[config.mk]
export PLATFORM = sky130hd
export DESIGN_NAME = shift_register_piso_tx
export DESIGN_NICKNAME = d
export VERILOG_FILES = /design/src/rtl/shift_register_piso_tx.sv
export SDC_FILE = /design/constraint.sdc
export NUM_CORES = 1
export LEC_CHECK = 0
export ABC_AREA = 1
export ABC_CLOCK_PERIOD_IN_PS = 940
export BUFFER_PORTS_ARGS = -buffer_cell sky130_fd_sc_hd__buf_2
export CORE_MARGIN = 4
export CORE_UTILIZATION = 46
export DETAILED_ROUTE_END_ITERATION = 16
export HOLD_SLACK_MARGIN = 0.08
export PLACE_DENSITY = 0.81
export SLEW_MARGIN = 20
export SYNTH_ARGS = -nofsm -noshare
export SYNTH_HDL_FRONTEND = slang
export SYNTH_SLANG_ARGS = --single-unit
[constraint.sdc]
create_clock -name clk -period 0.94 [get_ports clk]
set_input_delay 0.094 -clock clk [delete_from_list [all_inputs] [get_ports clk]]
set_output_delay 0.094 -clock clk [all_outputs]
set_load 0.1 [all_outputs]
[src/rtl/shift_register_piso_tx.sv]
// Parallel-in/serial-out transmitter: LSB first, one strobe per CLK_DIV clocks.
// Define SHIFT_REGISTER_PISO_TX_BACK2BACK_EN for gapless back-to-back frames.
module shift_register_piso_tx #(
    parameter int WIDTH   = 8,
    parameter int CLK_DIV = 1
) (
    input  logic             clk,
    input  logic             rst_n,
    input  logic             load_valid,
    input  logic [WIDTH-1:0] load_data,
    output logic             load_ready,
    output logic             serial_out,
    output logic             shift_en_out,
    output logic             busy,
    output logic             frame_done
);

    localparam int BW = (WIDTH > 2) ? $clog2(WIDTH) : 1;
    localparam int DW = (CLK_DIV > 1) ? $clog2(CLK_DIV) : 1;

    localparam logic [0:0] IDLE  = 1'b0;
    localparam logic [0:0] SHIFT = 1'b1;

    localparam logic [BW-1:0] BIT_LAST = BW'(WIDTH - 1);
    localparam logic [DW-1:0] DIV_LAST = DW'(CLK_DIV - 1);

    logic [0:0]       state_q, state_d;
    logic [WIDTH-1:0] shift_q, shift_d;
    logic [BW-1:0]    bit_cnt_q, bit_cnt_d;
    logic [DW-1:0]    div_cnt_q, div_cnt_d;
    logic             done_q, done_d;

    logic strobe;
    logic last_bit;
    logic accept;

    assign strobe   = (state_q == SHIFT) && (div_cnt_q == DIV_LAST);
    assign last_bit = (bit_cnt_q == BIT_LAST);

`ifdef SHIFT_REGISTER_PISO_TX_BACK2BACK_EN
    // The final strobe edge can also take the next word.
    assign load_ready = (state_q == IDLE) || (strobe && last_bit);
`else
    assign load_ready = (state_q == IDLE);
`endif

    assign accept       = load_valid && load_ready;
    assign serial_out   = shift_q[0];
    assign shift_en_out = strobe;
    assign busy         = (state_q == SHIFT);
    assign frame_done   = done_q;

    always_comb begin
        state_d   = state_q;
        shift_d   = shift_q;
        bit_cnt_d = bit_cnt_q;
        div_cnt_d = div_cnt_q;
        done_d    = strobe && last_bit;
        if (accept) begin
            state_d   = SHIFT;
            shift_d   = load_data;
            bit_cnt_d = '0;
            div_cnt_d = '0;
        end else if (strobe) begin
            shift_d   = {1'b0, shift_q[WIDTH-1:1]};
            div_cnt_d = '0;
            if (last_bit) begin
                state_d   = IDLE;
                bit_cnt_d = '0;
            end else begin
                bit_cnt_d = bit_cnt_q + BW'(1);
            end
        end else if (state_q == SHIFT) begin
            div_cnt_d = div_cnt_q + DW'(1);
        end
    end

    always_ff @(posedge clk or negedge rst_n) begin
        if (!rst_n) begin
            state_q   <= IDLE;
            shift_q   <= '0;
            bit_cnt_q <= '0;
            div_cnt_q <= '0;
            done_q    <= 1'b0;
        end else begin
            state_q   <= state_d;
            shift_q   <= shift_d;
            bit_cnt_q <= bit_cnt_d;
            div_cnt_q <= div_cnt_d;
            done_q    <= done_d;
        end
    end

endmodule

== After elaboration in Yosys (flattened, before gate mapping) ==
Index checks and enable logic that the tools add are counted.
Widths: inputs -> output; s select.
Operators by class
  mux-type cells: 11
  equality and inequality tests: 1
  reductions and logical operators: 7
  bitwise logic cells: 2
  $add $sub $neg: 2
Operators by type and width (count)
  $mux 8: 2
  $mux 3: 3
  $mux 1: 6
  $reduce_bool 2->1: 2
  $add 3x1->3 const B: 1
  $eq 3x3->1 const B: 1
  $logic_and 1x1->1: 3
  $reduce_bool 3->1: 1
  $not 1->1: 2
  $reduce_and 2->1: 1
  $add 1x1->1 const B: 1
Storage, ports and cells
  bits of input ports: 11
  word-level logic and storage cells: 28
  output and inout bits: 5
  register bits after elaboration: 14

== Logic depth before layout (Yosys ltp) ==
Gate-level depths: netlist of run 1.
  depth in word-level cells: 4
  gate-level depth with buffers: 7
  mapped depth without buffers: 6

== Least setup slack after synthesis of run 1 ==
OpenSTA, ideal clock, no wires.
  kind: flip-flop to flip-flop
  from: register state_q, in the netlist busy
  to: register bit_cnt_q[0]
  buffers on the path: 1
  setup slack: -1.272 ns
  data required time: 0.871 ns
  data arrival time: 2.143 ns
  setup time: 0.069 ns
  stages on the path, launching flop included: 6
  clock period less this slack: 2.212 ns
  path through: dfrtp_1 -> buf_6 -> nand2_4 -> inv_1 -> nand3_1 -> nand2_1
Between the ends
  elaborated cells on any way between the ends: 5
  classes of those cells: 1 x mux; 1 x bitwise; 3 x reduce/logical
RTL lines
  from (decl): line 27  | logic [0:0] state_q, state_d;
  from (signal assigned): line 86  | state_q <= state_d;
  $logic_and 1x1->1: line 37  | assign strobe = (state_q == SHIFT) && (div_cnt_q == DIV_LAST);
  named net shift_en_out: line 13  | output logic shift_en_out,
  $reduce_bool 2->1 (no line)
  to (signal assigned): line 88  | bit_cnt_q <= bit_cnt_d;
  to (decl): line 29  | logic [BW-1:0] bit_cnt_q, bit_cnt_d;
The timed path passes the listed nets, and every way through them passes these cells.
A chain may end at the register's enable or synchronous reset.

== Final worst setup path of run 1 ==
  from: register state_q, in the netlist busy
  to: output port shift_en_out
Between the ends
  word-level cells in the longest chain between the ends: 1
Ends and longest elaborated chain (line)
  $logic_and 1x1->1: 37
  to (decl): 13
No other way between the ends.

==> metrics.txt, run 1 <==
worst r2r path cells=6; Sink Count=14; port bufs=15; xor/xnor share of the synthesized area=0%; area added between synthesis and finish=65.4%; final instance area=1180 um2; share of cells above drive strength 1=approximately half; vias=774; placed inst area=942 um2; maximum fanout along the worst path=6; Overall Global Routing Usage=22.3%; Sequential Power Share=between 20% and 30%; post-synthesis compound-gate area fraction=0.874%; Cells after Synth=89; Synth Area in Simple Gates=36.4%; die width=47.4 um; min-delay src=load_data[3]; Fin Hold WS=~80 ps; VDD IR-drop max=2.24 mV; crit path time final=1300 ps; Worst path max stage delay=560 ps; Post-Route Setup TNS=-4240 ps; Reg clk slew, reported paths=about 90 ps; Post-DP HPWL=between 1000 and 1500 um; Worst Path Buf+Inv=2; top post-synthesis cells by area=dfrtp_1 49%, nand2_1 20%, nand3_1 7.0%, inv_1 5.8%, nand2_4 4.7%; syn_area_per_cell=8.04 um2; First-pass DRT Iterations=4; via density per instance=5.49; DRC=0; switching share of power=49.7%; static leakage=0.642 nW; CTS tree=done; Net Switching=2.38 mW; Hold Fails Final Rpt=0; Setup CP Type=reg -> out; Tcrit/Tclk final=139%; Clk Latency, worst-skew pair=a little under 300 ps; WHS Path Cells=5; utilization after layout=between 80 and 90%; Mapped Area=716 um2; worst r2r src=busy; most frequent cells in the layout=30 x nand2_1, 12 x buf_4, 11 x dfrtp_1, 10 x buf_2, 9 x nand3_1; die area=2250 um2; Root Driver=clkbuf_4; combinational power share=66.9%; I/O Pins=16; first-pass GRT wire length=3440 um; crit path launch=busy; final setup violation count=19; Startpoint Class=flip-flop; failing checks=negative setup slack; Slew HR=78.6%; adder-cell share of the synthesized area=3.50%; YS warnings=0; status=finished, violations left; post-synth top area cell=dfrtp_1; maxcap violations=0; largest family of logic cells by synthesized area=simple AND/OR/NAND/NOR gates; worst slew pin tran=approximately 320 ps; commonest non-fill, non-tap cell in the layout=nand2_1; fin worst setup slack=-363 ps; maximum root-to-sink buffer count=2; initial antenna violation count=0; grt total ovfl=0; largest net degree at the start of global routing=15; power per cell area=just over 4000 nW/um2; die height=47.4 um; Int Pwr=around 2.4 mW; CP Data Required Time=850 ps; Worst setup EP type=output pin; ant diodes=0; DRT iter0 DRCs=37; WP depth=3; Synth top area share=49.0%; min-delay worst type=in -> reg; register area share after synthesis=49.0%; proportion of synthesized area in mux cells=0%; RSZ-0062 raised after global routing=true; Post-DRT Antenna Nets=0; Crit-path slowest cell=dfrtp_4; CP delay by family, top=flip-flops; Synth Register Bits=14; Cell Rows=13; drt wl/cell=16.5 um; core region area=1380 um2; Clock Skew=4.97 ps; Fmax=around 770 MHz; cells along the critical path=nand2_8 -> clkinvlp_4 -> buf_12; gp weighted congestion=0.760; Initial Util=approximately half; Yosys cell types=14; Nets=140; Clock Power Share=around a tenth; CTS Buf Count=3; Final Slew Violations=0; H-tree Lvls=1; total power=4.79 mW; WL final=2330 um; Worst Path Arrival=around 1200 ps; syn_nets=102; number of global-route vias before repair=754
-- worst min-delay path, cell delays in order --
cell	delay [ps]
buf_2	80
inv_1	30
nand2_1	40
nand2_1	40
nand2_1	50
-- final cells by class --
class / count / area, um2
Timing Repair Buffer: 33 / 304
Sequential cell: 14 / 357
Timing Repair inverter: 1 / 11.3
Multi-Input combinational cell: 60 / 388
Fill cell: 64 / 199
Tap cell: 15 / 18.8
Inverter: 14 / 68.8
Clock buffer: 4 / 36.3
-- registers in the layout (all words and copies together), names as in the netlist --
register	count
frame_done	1
bit_cnt_q	3
div_cnt_q	1
shift_q	8
busy	1
-- synth_stat cells --
master,n
nand2_1,39
dfrtp_1,14
inv_1,11
nand3_1,10
nand2_4,3
ha_1,2
inv_6,2
nor2_1,2
buf_6,1
inv_2,1
nand2_2,1
nor2_4,1
nor3_1,1
o22ai_1,1
-- kinds of logic (layout without fill, tap and decap cells) --
family / Yosys count / count (layout)
AOI/OAI and AO/OA: 1 / 1
DFF: 14 / 14
adders and majority gates: 2 / 2
buffers and inverters: 15 / 52
and+or+nand+nor: 57 / 57
-- per-stage QoR --
step | instances | worst slack (ps)
finish | 141 | -363
global route | 141 | -394
CTS | 138 | -373
detailed placement | 124 | -173
global placement | 124 | -147
floorplan | 89 | -785
-- repair_timing --
action                                  CTS  global route
hold buffers                              3             0
cloned                                    1             0
pin swaps                                 8             7
buffers inserted                          6             3
gates resized for setup                  18            11
endpoints found under the setup margin   19            19
hold endpoints to repair                 16             0
-- layer usage --
metal,up-vias,wire length (um),GRT usage [%]
li1,345,-,-
met2,62,1160,37.7
met5,-,0,0
met4,0,60,7.18
met3,12,212,3.76
met1,355,896,29.0
-- power groups by stage --
stage / sequential, mW / clock (mW) / combinational (mW)
after floorplan: 1.39 / 0 / 1.33
after global placement: 1.10 / 0 / 2.34
after detailed placement: 1.12 / 0 / 2.40
after CTS: 1.13 / 0.439 / 2.84
after global routing: 1.16 / 0.458 / 3.37
final: 1.13 / 0.448 / 3.20
-- final timing paths --
path / end / slack (ps)
worst min-delay path: shift_q[3] / 80
worst max register to register: shift_q[4] / -290
max in group asynchronous: busy / 450
worst min register to register: shift_q[1] / 500
min in group asynchronous: shift_q[5] / 220
worst max-delay path: shift_en_out / -360
No activity file was read; power rests on OpenSTA's default activity.
==> run 2, diff against run 1 <==
GPL_TIMING_DRIVEN = 0   (was unset)
==> run 2 against run 1 <==
Compared with the run above:
- the run still ends with negative setup slack left
- worst hold slack better by 11 ps
- critical path depth is 1 higher
- non-clock buffer count is 6 lower
- final cell count is 4.3% lower
- via count is 12% lower
- clock power is 3% lower
- critical path type unchanged
- critical endpoint unchanged
- largest power group unchanged
- highest routed layer unchanged
==> metrics.txt, run 2 (synthesized netlist as in run 1, its figures left out) <==
M1 wire length=738 um (was 896 um); die width=47.4 um (unchanged); crit path time final=1360 ps (was 1300 ps); Worst Path Arrival=1270 ps (was 1210 ps); First-pass DRT Iterations=4 (unchanged); CTS Buf Count=3 (unchanged); metal2 WL=913 um (was 1160 um); share of cells above drive strength 1=41.7% (was 50.0%); DRT iter0 DRCs=50 (was 37); grt total ovfl=0 (unchanged); min-delay worst type=in -> reg (unchanged); Sink Count=14 (unchanged); CP Data Required Time=850 ps (about the same); RSZ-0062 raised after global routing=true (unchanged); largest net degree at the start of global routing=15 (unchanged); WL final=1810 um (was 2330 um); fin worst setup slack=-423 ps (was -363 ps); Top Metal Used=met4 (unchanged); static leakage=0.606 nW (was 0.642 nW); die area=2250 um2 (unchanged); Slew HR=67.9% (was 78.6%); commonest non-fill, non-tap cell in the layout=nand2_1 (unchanged); H-tree Lvls=1 (unchanged); worst slew pin tran=484 ps (was 320 ps); CTS tree=done (unchanged); Startpoint Class=flip-flop (unchanged); Tcrit/Tclk final=145% (was 139%); Fmax=734 MHz (was 767 MHz); maximum root-to-sink buffer count=2 (unchanged); maximum fanout along the worst path=3 (was 6); initial antenna violation count=0 (unchanged); Overall Global Routing Usage=16.2% (was 22.3%); Cell Rows=13 (unchanged); Post-DP HPWL=1020 um (was 1200 um); power per cell area=3930 nW/um2 (was 4040 nW/um2); routed wl met3=120 um (was 212 um); ant diodes=0 (unchanged); Top reg by flops=shift_q (unchanged); Initial Util=51.8% (unchanged); area added between synthesis and finish=55.6% (was 65.4%); most frequent cells in the layout=33 x nand2_1, 11 x dfrtp_1, 11 x buf_2, 10 x nand3_1, 9 x inv_1 (was 30 x nand2_1, 12 x buf_4, 11 x dfrtp_1, 10 x buf_2, 9 x nand3_1); Hold Fails Final Rpt=0 (unchanged); failing checks=negative setup slack (unchanged); final setup violation count=19 (unchanged); first-pass GRT wire length=2470 um (was 3440 um); number of global-route vias before repair=603 (was 754); VDD IR-drop max=2.25 mV (was 2.24 mV); Final Slew Violations=0 (unchanged); gp weighted congestion=0.741 (was 0.760); biggest regs=shift_q (8), bit_cnt_q (3) (unchanged); maxcap violations=0 (unchanged); Reg clk slew, reported paths=90 ps (about the same); status=finished, violations left (unchanged); core region area=1380 um2 (unchanged); die height=47.4 um (unchanged); drt wl/cell=13.4 um (was 16.5 um); placed inst area=842 um2 (was 942 um2); port bufs=15 (unchanged); via density per instance=5.04 (was 5.49); Clk Latency, worst-skew pair=280 ps (was 290 ps); Setup CP Type=reg -> out (unchanged); utilization after layout=80.5% (was 85.6%); Post-DRT Antenna Nets=0 (unchanged); vias=681 (was 774); DRC=0 (unchanged); max reg flops=8 (unchanged); I/O Pins=16 (unchanged); Root Driver=clkbuf_4 (unchanged); final instance area=1110 um2 (was 1180 um2); Clock Skew=3.45 ps (was 4.97 ps); Nets=134 (was 140); Worst setup EP type=output pin (unchanged)
[run 2: cell count changes in the layout (fill, tap and decap cells not counted), sizes merged]
cell,delta
buf,-7
dlygate4sd3,+1
[run 2: critical path, stage by stage, from the launching register on]
cell and delay (ps):
dfrtp_4 490, buf_12 140, nand2_8 60, clkinvlp_4 110, buf_12 180
[run 2: repair_timing]
item                                    CTS  global route
hold buffers                              4             0
pin swaps                                 1             7
endpoints found under the setup margin   18            19
resized for setup                        17            19
setup buffers                             4             4
gates cloned                              1             0
hold endpoints to repair                 17             0
[run 2: power breakdown]
part           leakage [nW]  total, mW  internal (mW)  switching [mW]
Combinational         0.410       2.90           1.11            1.79
Sequential            0.175       1.05          0.871           0.177
Clock                0.0210      0.436          0.236           0.200
[run 2: per-layer routing]
metal,vias up,track usage [%]
met4,0,8.29
met3,5,2.26
met1,306,19.8
met5,-,0
met2,36,27.5
li1,334,-
[run 2: layout make-up]
| class | instances | area, um2 |
|---|---|---|
| flip-flops and latches | 14 | 357 |
| repair buffers | 26 | 239 |
| inverters | 14 | 78.8 |
| well taps | 15 | 18.8 |
| fillers | 82 | 269 |
| clock buffers | 4 | 36.3 |
| plain buffers | 1 | 20.0 |
| repair inverters | 1 | 11.3 |
| multi-input cells | 60 | 353 |
[run 2: worst paths after layout]
path	depth (start not counted)	startpoint	to	slack [ps]
max	4	busy	shift_en_out	-420
min	5	load_data[6]	shift_q[6]	90
max reg2reg	6	busy	shift_q[5]	-340
min reg2reg	2	shift_q[3]	shift_q[3]	480
max in group asynchronous	2	rst_n	busy	460
min in group asynchronous	2	rst_n	shift_q[4]	230
[run 2: through the flow]
stage	hold slack [ps]	power [mW]	setup WS [ps]	instances	TNS (ps)
after global placement	1.58	2.99	-407	119	-2700
after global routing	120	4.62	-462	135	-5710
after detailed placement	5.42	3.06	-409	119	-2940
after CTS	88.7	3.94	-423	132	-4490
final	88.4	4.38	-423	135	-4960
after floorplan	-202	2.72	-785	89	-7710
